<file path="config.mk">
export PLATFORM = sky130hd
export DESIGN_NAME = down_counter16
export DESIGN_NICKNAME = d
export VERILOG_FILES = /design/src/rtl/down_counter16.sv
export SDC_FILE = /design/constraint.sdc
export NUM_CORES = 1
export LEC_CHECK = 0
export CAP_MARGIN = 20
export CORE_UTILIZATION = 35
export DETAILED_ROUTE_END_ITERATION = 10
export PLACE_DENSITY = 0.68
export SLEW_MARGIN = 20
export SYNTH_ARGS = -nofsm -noshare
export SYNTH_HDL_FRONTEND = slang
export SYNTH_SLANG_ARGS = --single-unit
</file>
<file path="constraint.sdc">
create_clock -name CLK -period 1.7 [get_ports CLK]
set_input_delay 0.255 -clock CLK [delete_from_list [all_inputs] [get_ports CLK]]
set_output_delay 0.255 -clock CLK [all_outputs]
set_load 0.01 [all_outputs]
</file>
<file path="src/rtl/down_counter16.sv">
// Loadable 16-bit down counter built from four 4-bit slices chained by a
// ripple borrow; optional one-shot stop at zero and a registered DONE pulse.
module down_counter16 (
    input  logic        CLK,
    input  logic        nCLR,
    input  logic        nLOAD,
    input  logic        ENP,
    input  logic        ENT,
    input  logic        ONESHOT,
    input  logic [3:0]  Din,
    output logic [15:0] Dout,
    output logic        RBO,
    output logic        DONE
);

    logic [15:0] count;
    logic [15:0] count_next;
    logic [4:0]  borrow;
    logic [3:0]  slice_zero;
    logic        all_zero;
    logic        count_en;
    logic        hit_zero;

    // borrow[k] is the borrow into slice k; ENT feeds the bottom of the chain
    always_comb begin
        borrow[0] = ENT;
        for (int k = 0; k < 4; k++) begin
            slice_zero[k] = (count[4*k +: 4] == 4'h0);
            borrow[k+1]   = borrow[k] & slice_zero[k];
        end
    end

    assign all_zero = &slice_zero;
    assign count_en = ENP & ENT & ~(ONESHOT & all_zero);

    always_comb begin
        count_next = count;
        if (!nLOAD) begin
            count_next = {Din, Din, Din, Din};
        end else if (count_en) begin
            for (int k = 0; k < 4; k++) begin
                if (borrow[k]) begin
                    count_next[4*k +: 4] = count[4*k +: 4] - 4'h1;
                end
            end
        end
    end

    // Only a real count step from 0x0001 produces terminal count
    assign hit_zero = nLOAD & count_en & (count == 16'h0001);

    always_ff @(posedge CLK or negedge nCLR) begin
        if (!nCLR) begin
            count <= 16'h0000;
            DONE  <= 1'b0;
        end else begin
            count <= count_next;
            DONE  <= hit_zero;
        end
    end

    assign Dout = count;
    assign RBO  = borrow[4];

endmodule
</file>
After elaboration in Yosys (flattened, before gate mapping)
Cells that the tools add are included.
- register bits: 17
- output and inout bits: 18
- input bits: 10
- $add $sub $neg: 4
- muxes and demuxes: 6
- equality and inequality tests: 6
- bitwise operators: 10
- reductions and logical operators: 9
- operators by type and width (kind ; count):
    two-way mux 16 bit ; 2
    equality test 16 x 1 -> 1 bit (second input constant) ; 1
    zero test 4 bit ; 4
    two-way mux 4 bit ; 4
    subtractor 4 x 1 -> 4 bit (second input constant) ; 4
    inequality test 2 x 1 -> 1 bit (second input constant) ; 5
    bitwise AND 1 bit ; 9
    AND reduction 2 bit ; 4
    AND reduction 4 bit ; 1
    inverter 1 bit ; 1

Longest topological paths before layout
- word-level depth: 7
- depth in mapped cells: 6
- gate-level depth less buffers: 6

Least setup slack after synthesis
No wires, ideal clock.
- path type: flip-flop to flip-flop
- from: register count[0] (netlist: Dout[0])
- to: register count[15] (netlist: Dout[15])
- clock period less this slack: 1855 ps
- cell stages (with the launch flop): 7
- arrival time: 1773 ps
- slack: -155 ps
- required time: 1618 ps
- cell sequence: dfrtp_1 -> inv_1 -> ha_1 -> nor3b_4 -> nand3_4 -> or4_1 -> a31oi_1
- cells in the longest elaborated chain, start to end: 7
- ends and longest elaborated chain (what ; RTL line ; RTL):
    from (decl) ; 16 ; logic [15:0] count;
    from (signal assigned) ; 57 ; count <= count_next;
    zero test 4 bit * ; 28 ; slice_zero[k] = (count[4*k +: 4] == 4'h0);
    AND reduction 4 bit ; 33 ; assign all_zero = &slice_zero;
    bitwise AND 1 bit ; 34 ; assign count_en = ENP & ENT & ~(ONESHOT & all_zero);
    inverter 1 bit ; 34 ;
    bitwise AND 1 bit ; 34 ;
    inequality test 2 x 1 -> 1 bit (no line) ; - ;
    AND reduction 2 bit (no line) * ; - ;
Every way passes the cells marked *; elsewhere a longest branch is shown, timed or not.
A chain may end at the register's enable or synchronous reset.

Worst setup path after layout
- from: register count[5] (netlist: Dout[5])
- to: register count[15] (netlist: Dout[15])
Same word-level chain as after synthesis.

==> impl_metrics.ini <==
[run_status]
outcome = finished, violations left
violations = negative setup slack

[floorplanning]
die_h_um = 60.7
num_rows = 20
dieArea_sq_um = 3690
coreArea_sq_um = 3150
initial_core_util_pct = 38.3
ioPinCount = 28
die_x_um = 60.7

[sta]
setup_violations = 15
fin_worst_skew_ps = 2.59
layout_setup_ws_ps = -157
rsz0062_at_grt = yes
timing.final.crit_share_pct = 109
timing.final.max_slew_violations = 0
min_period_ps = 1860
slew_headroom_pct = 72.1
finalHoldViolations = 0
finalSetupTns_ps = -1300
tightest_slew_ps = 418
holdWs_ps = 278
fmax_mhz = 539

[routing]
dr.pass1.iters = 4
vias_per_cell = 5.40
drc_errors = 0
dr.first_iter.drc_count = 57
ant_nets = 0
wl_per_cell_um = 15.8
wirelength_um = 3900
vias = 1334

[synth]
synthXorXnorAreaFrac_pct = 0.726
synthMuxAreaShare_pct = 2.49
ys_seq_elements = 17
synth_top_area_share_pct = 35.3
syn_nets = 147
yosysWarnings = 0
yosysTopAreaCell = dfrtp_1
synth_compound_area_share_pct = 14.7
yosysSeqAreaShare_pct = 35.3
avgSynthCellArea_sq_um = 9.42
yosys.area_share.simple_pct = 32.9
synth_top_family_by_area = simple AND/OR/NAND/NOR gates
netlist-cell-type-count = 35
synth_area_leaders = dfrtp_1 (35%), ha_1 (9.3%), nand3_1 (5.4%)
mappedNetlistArea_sq_um = 1210
syn-instance-count = 128
synthAdderAreaFrac_pct = 9.34

[cells_and_area]
areaGrowthSynthToFinish_pct = 70.0
nets = 223
mostFrequentLayoutCell = buf_4
fin_area_sq_um = 2050
diodes = 0
num-fill-cells = 255
drive_gt1_share_pct = 43.8
layout_common_cells = buf_4 (40), clkdlybuf4s50_1 (21), dfrtp_1 (16)
final_cells = 247

[power_and_ir_drop]
internal_power_w = 0.000819
switching_share_pct = 32.6
irDropWorstVdd_v = 0.000271
power_switching_w = 0.000396
combPwrFrac_pct = 41.8
p_per_area_nw_per_um2 = 593
clkPwrFrac_pct = 18.5
pwr-share-seq_pct = 39.7
leakagePower_nw = 0.916

[place]
dpl.hpwl_um = 2690
dp_cells = 233
portBuffers = 27
gp_congestion = 0.819
place_area_sq_um = 1830

[global_routing]
grt_max_degree = 26
grt_pass1_wl_um = 5660
grt_pass1_vias = 1241
antenna_found_initial = 0
overflow = 0
grt.total_usage_pct = 21.4

[flow_run]
cap_violations = 0

[clock_tree]
clkTransAtPathRegs_ps = 100
clock_path_buffers = 2
cts_root_buf = clkbuf_4
cts-htree-levels = 1
cts_made_buffers = 3
ctsHoldBuffers = 0
cts_sinks = 17
clk_latency_ps = 300
tritoncts = yes

[critical_path]
crit_type = register to register
critPathArrivalTime_ps = 2080
critPathMaxFanout = 8
cp.required_ps = 1920
cp-start-kind = register
worstSetupEndpointType = register

[worst_hold_path]
worstHoldPathType = input pin to async pin
power groups by stage:
stage / clock network [W] / registers [W] / logic (W)
after floorplan: 0 / 0.000518 / 0.000144
after global placement: 0 / 0.000486 / 0.000425
after detailed placement: 0 / 0.000488 / 0.000441
after CTS: 0.000235 / 0.000481 / 0.000474
after global routing: 0.000261 / 0.000487 / 0.000545
final: 0.000225 / 0.000482 / 0.000508
synthesized netlist by cell type (all sizes together):
library cell,number
a31oi,10
or3b,1
a21oi,1
dfrtp,17
o2111ai,1
and2,2
ha,9
o21ai,7
nand2,8
a21o,1
nor2,8
buf,1
and4bb,2
and4,1
xnor2,1
nor3b,3
nor4,1
nand2b,2
mux2i,3
nand4bb,1
clkbuf,1
inv,10
nor2b,1
dlygate4sd1,1
nand3,14
or4b,1
or4,2
nand4,2
o31ai,2
nor3,5
a31o,3
or3,5
and3,1
flip-flops by register name, indices dropped and copies added, names as in the netlist:
signal	count
Dout	16
DONE	1
path summary, 6_finish.rpt:
path	to	start	depth (start not counted)	slack, ps
setup / recovery	Dout[15]$_DFFE_PN0P_	Dout[5]$_DFFE_PN0P_	7	-160
hold / removal	Dout[5]$_DFFE_PN0P_	nCLR	2	280
setup reg to reg	Dout[15]$_DFFE_PN0P_	Dout[5]$_DFFE_PN0P_	7	-160
hold reg to reg	Dout[12]$_DFFE_PN0P_	Dout[12]$_DFFE_PN0P_	3	670
max in group asynchronous	Dout[0]$_DFFE_PN0P_	nCLR	2	1210
min in group CLK	Dout[0]$_DFFE_PN0P_	Din[0]	4	660
layout make-up:
class                           instances  area [sq um]  area share, %
Clock buffer                            4          26.3           1.28
Tap cell                               44          55.1           2.68
Inverter                               10          37.5           1.83
Sequential cell                        17           427           20.8
Multi-Input combinational cell         98           835           40.7
Timing Repair Buffer                   74           671           32.7
stage by stage:
step                      util [%]  total power [W]  worst slack (ps)
after floorplan                  -         0.000662             -67.1
after global placement        58.0         0.000911              -139
after detailed placement      58.0         0.000929              -176
after CTS                     61.6          0.00119              -139
after global routing          65.0          0.00129              -230
final                         65.0          0.00122              -157
what timing repair did:
action | 4_1_cts | 5_1_grt
setup endpoints to repair | 15 | 21
pin swaps | 6 | 14
gates resized for setup | 18 | 20
buffers inserted | 6 | 5
kinds of logic (layout without fill, tap and decap cells):
logic type	Yosys count	in the layout
XOR/XNOR	1	1
multiplexers	3	3
AND/OR/NAND/NOR	60	60
buffers and inverters	13	88
AO/OA/AOI/OAI	25	25
adder cells (fa/ha/maj)	9	9
flip-flops	17	17
per-layer routing:
layer  routed length [um]  track usage, %  vias up
li1                     -               -      623
met1                 1680            27.5      647
met3                  208            1.92        8
met4                   77            9.09        0
met5                    0               0        -
met2                 1930            36.9       56
worst max-delay path, cell delays in order (launching register included):
cell	delay (ps)
dfrtp_1	400
inv_2	90
ha_4	130
nor3b_4	260
nand3_4	120
buf_6	150
or4_4	470
a31oi_1	150
Note: power is estimated with default switching activity, not from simulation.
==> RTL edit (config.mk and constraints unchanged) <==
Register the output `RBO`, cleared by the reset; this adds one clock of latency there. The other outputs are not delayed to match.
--- a/src/rtl/down_counter16.sv
+++ b/src/rtl/down_counter16.sv
@@ -62,3 +62,9 @@
     assign Dout = count;
-    assign RBO  = borrow[4];
+    always_ff @(posedge CLK or negedge nCLR) begin
+        if (!nCLR) begin
+            RBO <= '0;
+        end else begin
+            RBO <= borrow[4];
+        end
+    end
 
Formal check against the unedited RTL: not equivalent (Yosys sat finds a counterexample within 4 cycles, from zero or initial values).
==> RTL edit against the unedited design <==
The run still ends with setup timing left. Maximum frequency increased by 0.93%. Clock skew decreased by 0.0017 ns. Synthesized area increased by 2.1%. Critical path type unchanged. Routed wire length shrank 2.9%. Power is 5.8% higher. Synthesized cell count increased by 0.78%. Sequential cell count grew 1. Critical path depth unchanged. Setup slack better by 0.017 ns. Cell area increased by 1.7%.
==> RTL edit: results (changes against the unedited design) <==
| Metric | Value |
|---|---|
| Final setup margin | -0.1397 ns (+0.01713 ns) |
| Synth cell count leaders | dfrtp_1, nand3_1, a31oi_1, inv_1, ha_1 |
| Mux cell area share after synthesis | 0.02439 (-0.0005060) |
| Tightest Pin Transition | 0.5233 ns (+0.1058 ns) |
| DPL Wire Length | 2610 microns (-2.8%) |
| Status | finished with violations |
| Fraction of area in multi-input gates | 0.4079 (+0.0009639) |
| Final setup violating endpoints | 10 (-5) |
| Sequential power | 510 uW (+5.8%) |
| Met3 usage | 0.02521 (+0.006020) |
| Top cells by area, synth | dfrtp_1, ha_1, nand3_1, a31oi_1, nor3b_4 |
| Largest net degree at the start of global routing | 12 (-54%) |
| Global Route Usage Sum | 0.2086 (-0.005480) |
| Post-route cell area | 2086 sq um (+1.7%) |
| Die width | 61.31 microns (+1.0%) |
| Post-CTS setup buffers | 7 (+1) |
| Met2 routed WL | 1875 microns (-2.9%) |
| Layout Nets | 224 (+0.45%) |
| Clk pin slew, worst setup/hold paths | 0.12 ns (+0.02 ns) |
| Failing checks | setup timing |
| Synth Area in Compound Gates | 0.1443 (-0.002994) |
| Placed instance area | 1800 sq um (-1.5%) |
| Resized cells post-CTS | 15 (-3) |
| First-pass GRT wire length | 5651 microns (-0.12%) |
| Post-Synth Adder-Cell Area | 0.09146 (-0.001898) |
| Peak VDD IR | 348.5 uV (+29%) |
| Clock-cell share of area | 0.01740 (+0.004584) |
-- RTL edit: critical path, cell delays in order, from the launching register on --
cell     delay, ns
dfrtp_2       0.43
inv_2         0.08
ha_4          0.13
nor3b_4       0.24
buf_6         0.14
nand3_4       0.08
or4_4         0.51
a31oi_4       0.16
-- RTL edit: worst min-delay path by stage --
stage                     start  endpoint  slack [ns]  depth (start not counted)
final                      nCLR   Dout[1]        0.22                          1
after global routing       nCLR   Dout[1]        0.26                          1
after CTS                  nCLR   Dout[1]        0.24                          1
after detailed placement   nCLR   Dout[1]        0.58                          1
after global placement     nCLR   Dout[1]        0.57                          1
after floorplan            nCLR      DONE       -0.04                          0
-- RTL edit: through the flow --
step	power, mW	std cells	setup TNS [ns]
floorplan	0.6865	129	-0.2342
global placement	0.9073	232	-0.3449
finish	1.285	250	-0.7644
global route	1.339	250	-1.976
detailed placement	0.9223	232	-0.7821
CTS	1.237	243	-0.3282
